[config.mk]
export PLATFORM = sky130hd
export DESIGN_NAME = hw_input_stream_feeder_flat
export DESIGN_NICKNAME = d
export VERILOG_FILES = /design/src/rtl/hw_input_stream_feeder_if.sv /design/src/rtl/hw_input_stream_feeder.sv /design/src/flat_wrapper.sv
export SDC_FILE = /design/constraint.sdc
export NUM_CORES = 1
export LEC_CHECK = 0
export BUFFER_PORTS_ARGS = -buffer_cell sky130_fd_sc_hd__buf_2
export CAP_MARGIN = 20
export CELL_PAD_IN_SITES_DETAIL_PLACEMENT = 0
export CELL_PAD_IN_SITES_GLOBAL_PLACEMENT = 2
export CORE_MARGIN = 3
export CORE_UTILIZATION = 50
export CTS_BUF_LIST = sky130_fd_sc_hd__clkbuf_4
export CTS_CLUSTER_DIAMETER = 120
export DETAILED_ROUTE_END_ITERATION = 6
export PLACE_DENSITY_LB_ADDON = 0.1
export SLEW_MARGIN = 20
export SYNTH_ARGS = -nofsm -noshare
export SYNTH_HDL_FRONTEND = slang
export SYNTH_SLANG_ARGS = --single-unit
[constraint.sdc]
create_clock -name clk -period 4.3 [get_ports clk]
set_input_delay 1.075 -clock clk [delete_from_list [all_inputs] [get_ports clk]]
set_output_delay 1.075 -clock clk [all_outputs]
set_load 0.005 [all_outputs]
[src/rtl/hw_input_stream_feeder_if.sv]
// rtl/hw_input_stream_feeder_if.sv - upstream stream and accelerator pull-port bundle for the input feeder
interface hw_input_stream_feeder_if #(
  parameter int DATA_W = 16
);
  logic              in_valid;
  logic [DATA_W-1:0] in_data;
  logic              in_ready;
  logic              hw_read_en;
  logic [DATA_W-1:0] hw_read;

  // slave is the feeder side; master is the upstream source plus accelerator
  modport slave (
    input  in_valid,
    input  in_data,
    output in_ready,
    input  hw_read_en,
    output hw_read
  );

  modport master (
    output in_valid,
    output in_data,
    input  in_ready,
    output hw_read_en,
    input  hw_read
  );
endinterface

[src/rtl/hw_input_stream_feeder.sv]
// rtl/hw_input_stream_feeder.sv - FWFT pixel FIFO with frame counter; optional sticky underrun flag under HW_FEEDER_UNDERRUN_CHECK_EN
module hw_input_stream_feeder #(
  parameter int DATA_W       = 16,
  parameter int DEPTH        = 16,
  parameter int FRAME_PIXELS = 4096
) (
  input  logic                   clk,
  input  logic                   rst_n,
  input  logic                   flush,
  hw_input_stream_feeder_if.slave bus,
  output logic [$clog2(DEPTH):0] level,
  output logic                   frame_done,
  output logic                   underrun
);

  localparam int AW    = $clog2(DEPTH);
  localparam int CW    = AW + 1;
  localparam int PIX_W = (FRAME_PIXELS > 1) ? $clog2(FRAME_PIXELS) : 1;
  localparam logic [PIX_W-1:0] LAST_PIX = PIX_W'(FRAME_PIXELS - 1);

  typedef enum logic [1:0] {
    S_IDLE   = 2'd0,
    S_ACTIVE = 2'd1,
    S_DONE   = 2'd2
  } state_t;

  logic [DATA_W-1:0] r_mem [DEPTH];
  logic [AW-1:0]     r_rd_ptr;
  logic [AW-1:0]     r_wr_ptr;
  logic [CW-1:0]     r_count;
  state_t            r_state;
  logic [PIX_W-1:0]  r_pix_cnt;
  logic              r_frame_done;

  logic w_empty;
  logic w_full;
  logic w_push;
  logic w_pop;

  assign w_empty = (r_count == '0);
  assign w_full  = (r_count == CW'(DEPTH));

  // No full bypass: a pop in the same cycle does not open a slot for a push.
  assign bus.in_ready = rst_n && !flush && !w_full;
  assign w_push       = bus.in_valid && bus.in_ready;
  assign w_pop        = bus.hw_read_en && !w_empty && !flush;

  assign bus.hw_read = w_empty ? '0 : r_mem[r_rd_ptr];
  assign level       = r_count;
  assign frame_done  = r_frame_done;

  always_ff @(posedge clk) begin
    if (w_push) begin
      r_mem[r_wr_ptr] <= bus.in_data;
    end
  end

  always_ff @(posedge clk) begin
    if (!rst_n || flush) begin
      r_rd_ptr <= '0;
      r_wr_ptr <= '0;
      r_count  <= '0;
    end else begin
      if (w_push) r_wr_ptr <= r_wr_ptr + AW'(1);
      if (w_pop)  r_rd_ptr <= r_rd_ptr + AW'(1);
      case ({w_push, w_pop})
        2'b10:   r_count <= r_count + CW'(1);
        2'b01:   r_count <= r_count - CW'(1);
        default: r_count <= r_count;
      endcase
    end
  end

  // IDLE and DONE both hold pix_cnt at 0, so any pop there is pixel 0 of a frame.
  always_ff @(posedge clk) begin
    if (!rst_n || flush) begin
      r_state      <= S_IDLE;
      r_pix_cnt    <= '0;
      r_frame_done <= 1'b0;
    end else begin
      r_frame_done <= 1'b0;
      if (w_pop) begin
        if (r_pix_cnt == LAST_PIX) begin
          r_state      <= S_DONE;
          r_pix_cnt    <= '0;
          r_frame_done <= 1'b1;
        end else begin
          r_state   <= S_ACTIVE;
          r_pix_cnt <= r_pix_cnt + PIX_W'(1);
        end
      end else if (r_state == S_DONE) begin
        r_state <= S_IDLE;
      end
    end
  end

`ifdef HW_FEEDER_UNDERRUN_CHECK_EN
  logic w_rd_empty;
  logic r_underrun;

  assign w_rd_empty = bus.hw_read_en && w_empty;

  always_ff @(posedge clk) begin
    if (!rst_n) begin
      r_underrun <= 1'b0;
    end else if (w_rd_empty) begin
      r_underrun <= 1'b1;
    end
  end

  always_ff @(posedge clk) begin
    if (rst_n && w_rd_empty) begin
      $error("hw_input_stream_feeder: read requested on empty FIFO");
    end
  end

  assign underrun = r_underrun;
`else
  assign underrun = 1'b0;
`endif

endmodule

[src/flat_wrapper.sv]
// flat-port wrapper written by rule: the top's interface ports become plain ports
module hw_input_stream_feeder_flat 
#(
  parameter int DATA_W       = 16,
  parameter int DEPTH        = 16,
  parameter int FRAME_PIXELS = 4096
)
  (clk, rst_n, flush, level, frame_done, underrun, bus_in_valid, bus_in_data, bus_in_ready, bus_hw_read_en, bus_hw_read);
  hw_input_stream_feeder_if #(.DATA_W(DATA_W)) bus_i ();
  input  logic clk;
  input  logic rst_n;
  input  logic flush;
  output logic [$clog2(DEPTH):0] level;
  output logic frame_done;
  output logic underrun;
  input wire logic [$bits(bus_i.in_valid)-1:0] bus_in_valid;
  input wire logic [$bits(bus_i.in_data)-1:0] bus_in_data;
  output wire logic [$bits(bus_i.in_ready)-1:0] bus_in_ready;
  input wire logic [$bits(bus_i.hw_read_en)-1:0] bus_hw_read_en;
  output wire logic [$bits(bus_i.hw_read)-1:0] bus_hw_read;
  assign bus_i.in_valid = bus_in_valid;
  assign bus_i.in_data = bus_in_data;
  assign bus_in_ready = bus_i.in_ready;
  assign bus_i.hw_read_en = bus_hw_read_en;
  assign bus_hw_read = bus_i.hw_read;
  hw_input_stream_feeder #(.DATA_W(DATA_W), .DEPTH(DEPTH), .FRAME_PIXELS(FRAME_PIXELS)) u_core (.clk(clk), .rst_n(rst_n), .flush(flush), .bus(bus_i), .level(level), .frame_done(frame_done), .underrun(underrun));
endmodule
Word-level counts from Yosys, hierarchy flattened
Memory sizes are Yosys's and may differ from the RTL's. A register that Yosys moved wholly into a read port is not among the register bits.
Cells that the tools add are included.
{"block": "op_classes", "n_addsub": 5, "eq_ne": 4, "mux": 8, "bitwise": 1, "reduce_logical": 13}
{"op": "16-bit two-way mux", "n": 1}
{"op": "12-bit by 1-bit adder with 12-bit output (second input constant)", "n": 1}
{"op": "12-bit == test (second input constant)", "n": 1}
{"op": "12-bit two-way mux", "n": 1}
{"op": "5-bit one-hot mux with 2 select lines", "n": 1}
{"op": "4-bit by 1-bit adder with 4-bit output (second input constant)", "n": 2}
{"op": "4-bit two-way mux", "n": 2}
{"op": "5-bit by 1-bit adder with 5-bit output (second input constant)", "n": 1}
{"op": "5-bit == test (second input constant)", "n": 1}
{"op": "1-bit logical AND", "n": 5}
{"op": "5-bit logical NOT", "n": 1}
{"op": "5-bit by 1-bit subtractor with 5-bit output (second input constant)", "n": 1}
{"op": "1-bit logical NOT", "n": 4}
{"op": "1-bit two-way mux", "n": 3}
{"op": "2-bit by 1-bit == test with 1-bit output (second input constant)", "n": 1}
{"op": "2-bit == test (second input constant)", "n": 1}
{"op": "2-bit nonzero test", "n": 1}
{"op": "2-bit OR reduction", "n": 1}
{"op": "1-bit logical OR", "n": 1}
{"op": "1-bit NOT", "n": 1}
{"block": "totals", "ff_bits": 26, "ramBits": 256, "input_bits": 21, "wordCells": 37, "memories": 1}
{"memory": "u_core.r_mem", "depth": 16, "word_bits": 16, "read_ports": 1, "rd_clocked_by_memory_dff": 1, "wr": 1, "line_no": "hw_input_stream_feeder.sv:27", "rtl": "logic [DATA_W-1:0] r_mem [DEPTH];"}

Logic depth before layout (Yosys ltp)
{"block": "depth", "depth_word": 6, "ltp_mapped": 13, "ltp_nobuf": 11}

Least setup slack after synthesis
OpenSTA, ideal clock, no wires.
{"block": "synth_timing", "path_kind": "in2reg", "startpoint": "in rst_n", "endpoint": "mem u_core.r_mem[0][0] (enable)", "setup_time_ps": 409, "t_arrival_ps": 2905, "setup_slack_ps": 986, "path_stages": 5, "cell_sequence": "nor2b_1 o211a_1 buf_6 nand2_1 nor3_1"}
{"block": "synth_via", "elab_chain_cells": 5}
{"item": "start: declaration", "line_no": "flat_wrapper.sv:11", "rtl": "input logic rst_n;"}
{"item": "1-bit logical AND (2 in series)", "line_no": "hw_input_stream_feeder.sv:44", "rtl": "assign bus.in_ready = rst_n && !flush && !w_full;"}
{"item": "1-bit logical AND", "line_no": "hw_input_stream_feeder.sv:45", "rtl": "assign w_push = bus.in_valid && bus.in_ready;"}
{"item": "1-bit two-way mux", "line_no": "hw_input_stream_feeder.sv:53", "rtl": "if (w_push) begin"}
{"item": "1-bit two-way mux (not written as such)", "line_no": "hw_input_stream_feeder.sv:54", "rtl": "r_mem[r_wr_ptr] <= bus.in_data;"}
{"item": "end: declaration", "line_no": "hw_input_stream_feeder.sv:27"}
Every way passes these cells.

==> qor.csv <==
stage,metric,value,unit
run_status,status,finished clean,
power_and_ir_drop,p_leak,4.196,nW
cells_and_area,drive_gt1_share,36.54,%
drt,first_iter_violations,378,
timing,slew_viol_final,0,
die,die_w,155.9,um
place,hpwlAfterDp,14900,um
synthesis,synth.ff_latch_count,286,
power_and_ir_drop,fin_total_pwr,5.269,mW
cts,cts_max_level,3,
cts,root_buffer,clkbuf_4,
worst_hold_path,hp-start,u_core.r_pix_cnt[11],
grt,grt_use_met1,28.61,%
timing,final-setup-viol-count,0,
synthesis,synth_area_leader_cell,edfxtp_1,
cells_and_area,final_cell_area,12880,sq um
timing,tightest_slew,779.6,ps
synthesis,syn_inst,573,
worst_setup_path,end_kind,primary output,
worst_setup_path,path_cells,buf_12 -> mux4_2 -> mux2i_1 -> o22ai_1 -> buf_2,
synthesis,netlist_area,11230,sq um
drt,via_count,5824,
place,portBuffers,43,
worst_setup_path,path_delay_family,flip-flops,
cells_and_area,n_fill_cell,1713,
drt,ant_nets,0,
synthesis,avgSynthCellArea,19.60,sq um
worst_setup_path,crit_required,3220,ps
worst_setup_path,timing.setup.critical_path_class,reg2out,
die,io-pin-count,45,
worst_setup_path,cp_slowest_cell,dfxtp_4,
timing,fin_skew,31.51,ps
cts,cts.sinks,286,
worst_setup_path,start_kind,register,
synthesis,yosys-top-cells-area,"edfxtp_1 (68%), mux4_2 (13%), dfxtp_1 (5.3%), mux2i_1 (3.0%), nor2_1 (1.2%)",
grt,gr-usage-all-layers,20.55,%
drt,drt-wirelength-per-cell,23.41,um
cells_and_area,final_cell_mix,"edfxtp_1 (256), clkbuf_4 (99), mux4_2 (64)",
grt,grt.met3_usage,5.187,%
die,die_h,155.9,um
grt,use_met2,32.31,%
synthesis,yosysWarnings,0,
worst_setup_path,crit_buf_inv,2,
drt,drt_wl_total,23900,um
worst_setup_path,slowest_delay,760,ps
grt,grt_max_degree,29,
worst_setup_path,cp_max_fo,28,
drt,via_per_inst,5.704,
synthesis,ys.flop_type,edfxtp_1,
synthesis,mappedNetlistNets,604,
synthesis,synth_enable_flop_cells,256,
timing,min_period,3849,ps
die,core_area,21960,sq um
timing,rsz0062_at_grt,no,
cts,postCtsHoldBufs,0,
cells_and_area,finalNetCount,724,
drt,drt_first_pass_iters,5,
die,dieArea,24290,sq um
synthesis,ys_async_sr_fraction,0,%
cts,cts_buffers,73,
place,gp_congestion,0.7568,
timing,finalCritPeriodShare,89.51,%
worst_setup_path,cp_data_arrival_time,2770,ps
place,placement.cell_area,12020,sq um
power_and_ir_drop,p_per_area,409.1,nW/um^2
cts,cts_setup_buffers,0,
grt,antenna_found_initial,3,
cells_and_area,fin_util,58.65,%
die,start_util,51.14,%
cts,cts_tree,built,
cts,clk_pin_slew,60,ps
cells_and_area,area.growth.synth_to_final,14.69,%
cells_and_area,layout_commonest_cell,edfxtp_1,
timing,timing.fmax,0.2598,GHz
cts,clk_latency,650,ps
cts,cts_buffer_depth,3,
grt,grt_pass1_wl,36990,um
drt,drc_errors,0,
die,fp-row-count,54,
grt,grt_overflow_total,0,
worst_setup_path,reg2reg_from,u_core.level[1],
power_and_ir_drop,ir_worst_vdd,246.0,uV
job,cap_violations,0,
timing,finalHoldViolCount,0,
worst_hold_path,holdCritPathClass,reg2reg,
synthesis,synth_cell_types,45,
synthesis,ys_seq_area_share,73.81,%
timing,setup-tns-final,0,ps
timing,max_slew_margin,47.46,%
cts,cts-resized-gates,0,
synthesis,synth.top_cell.area_share,68.46,%
grt,grt_pass1_vias,6272,
grt,busiest_layer,met2,
==> power by group <==
group | switching (mW) | leakage [nW] | internal, mW
logic | 0.0624 | 1.13 | 0.0304
clock network | 1.02 | 0.517 | 1.12
registers | 0.00382 | 2.55 | 3.03
==> metrics by stage <==
stage	hold WS (ps)	setup slack, ps	cells
global route	550.8	257.6	1020
finish	532.0	451.1	1021
global placement	499.7	680.3	898
floorplan	478.7	985.6	573
detailed placement	518.0	638.5	898
CTS	531.2	355.8	1019
==> layout make-up <==
cell class              count  area [sq um]  share of cell area [%]
flip-flops and latches    286          8294                   64.40
diodes                      2         5.005                 0.03886
repair buffers             74         523.0                   4.061
multi-input cells         251          2821                   21.91
clock buffers              99         743.2                   5.771
inverters                   7         26.28                  0.2040
clock inverters            22         115.1                  0.8938
well taps                 280         350.3                   2.720
==> logic make-up (layout without fill, tap and decap cells) <==
| group | count (synthesis) | after routing | synth area share (%) |
|---|---|---|---|
| flip-flops | 286 | 286 | 73.81 |
| multiplexers | 98 | 98 | 15.87 |
| AND/OR/NAND/NOR | 84 | 84 | 3.666 |
| AO/OA/AOI/OAI | 39 | 39 | 2.518 |
| buffers and inverters | 36 | 202 | 1.515 |
| XOR/XNOR | 19 | 19 | 1.482 |
| adder cells (fa/ha/maj) | 10 | 10 | 1.114 |
| other | 1 | 3 | 0.03339 |
==> per-layer routing <==
metal / routed length [um] / part of all wire [%] / up-vias
li1: - / - / 2621
met1: 10760 / 45 / 3008
met2: 11560 / 48 / 149
met3: 1101 / 4.6 / 42
met4: 454 / 1.9 / 4
met5: 20 / 0.084 / -
==> cell usage after synthesis (all sizes together), types with 6 or more instances <==
cell / instances
clkbuf: 11
nand2: 12
nand4: 8
nor3: 6
o22ai: 17
buf: 18
dfxtp: 30
xor2: 14
nor2: 37
edfxtp: 256
nand3: 6
mux2i: 34
ha: 10
mux4: 64
inv: 7
==> sequential cells by signal, indices dropped and copies added (netlist names), named ones only <==
register           count
u_core.r_pix_cnt      12
u_core.r_rd_ptr        4
u_core.r_mem         256
u_core.level           5
u_core.frame_done      1
u_core.r_wr_ptr        4
==> final timing paths <==
kind                          endpoint  slack (ps)  cells past startpoint
hold reg to reg   u_core.r_pix_cnt[11]         530                      2
setup / recovery        bus_hw_read[4]         450                      5
hold / removal    u_core.r_pix_cnt[11]         530                      2
setup reg to reg       u_core.level[4]        1150                     11
==> tightest hold or removal path, cell delays in order (launching register included) <==
cell     delay (ps)
dfxtp_1         350
xor2_1           70
nor2_1           70
(Power assumes the default switching activity.)
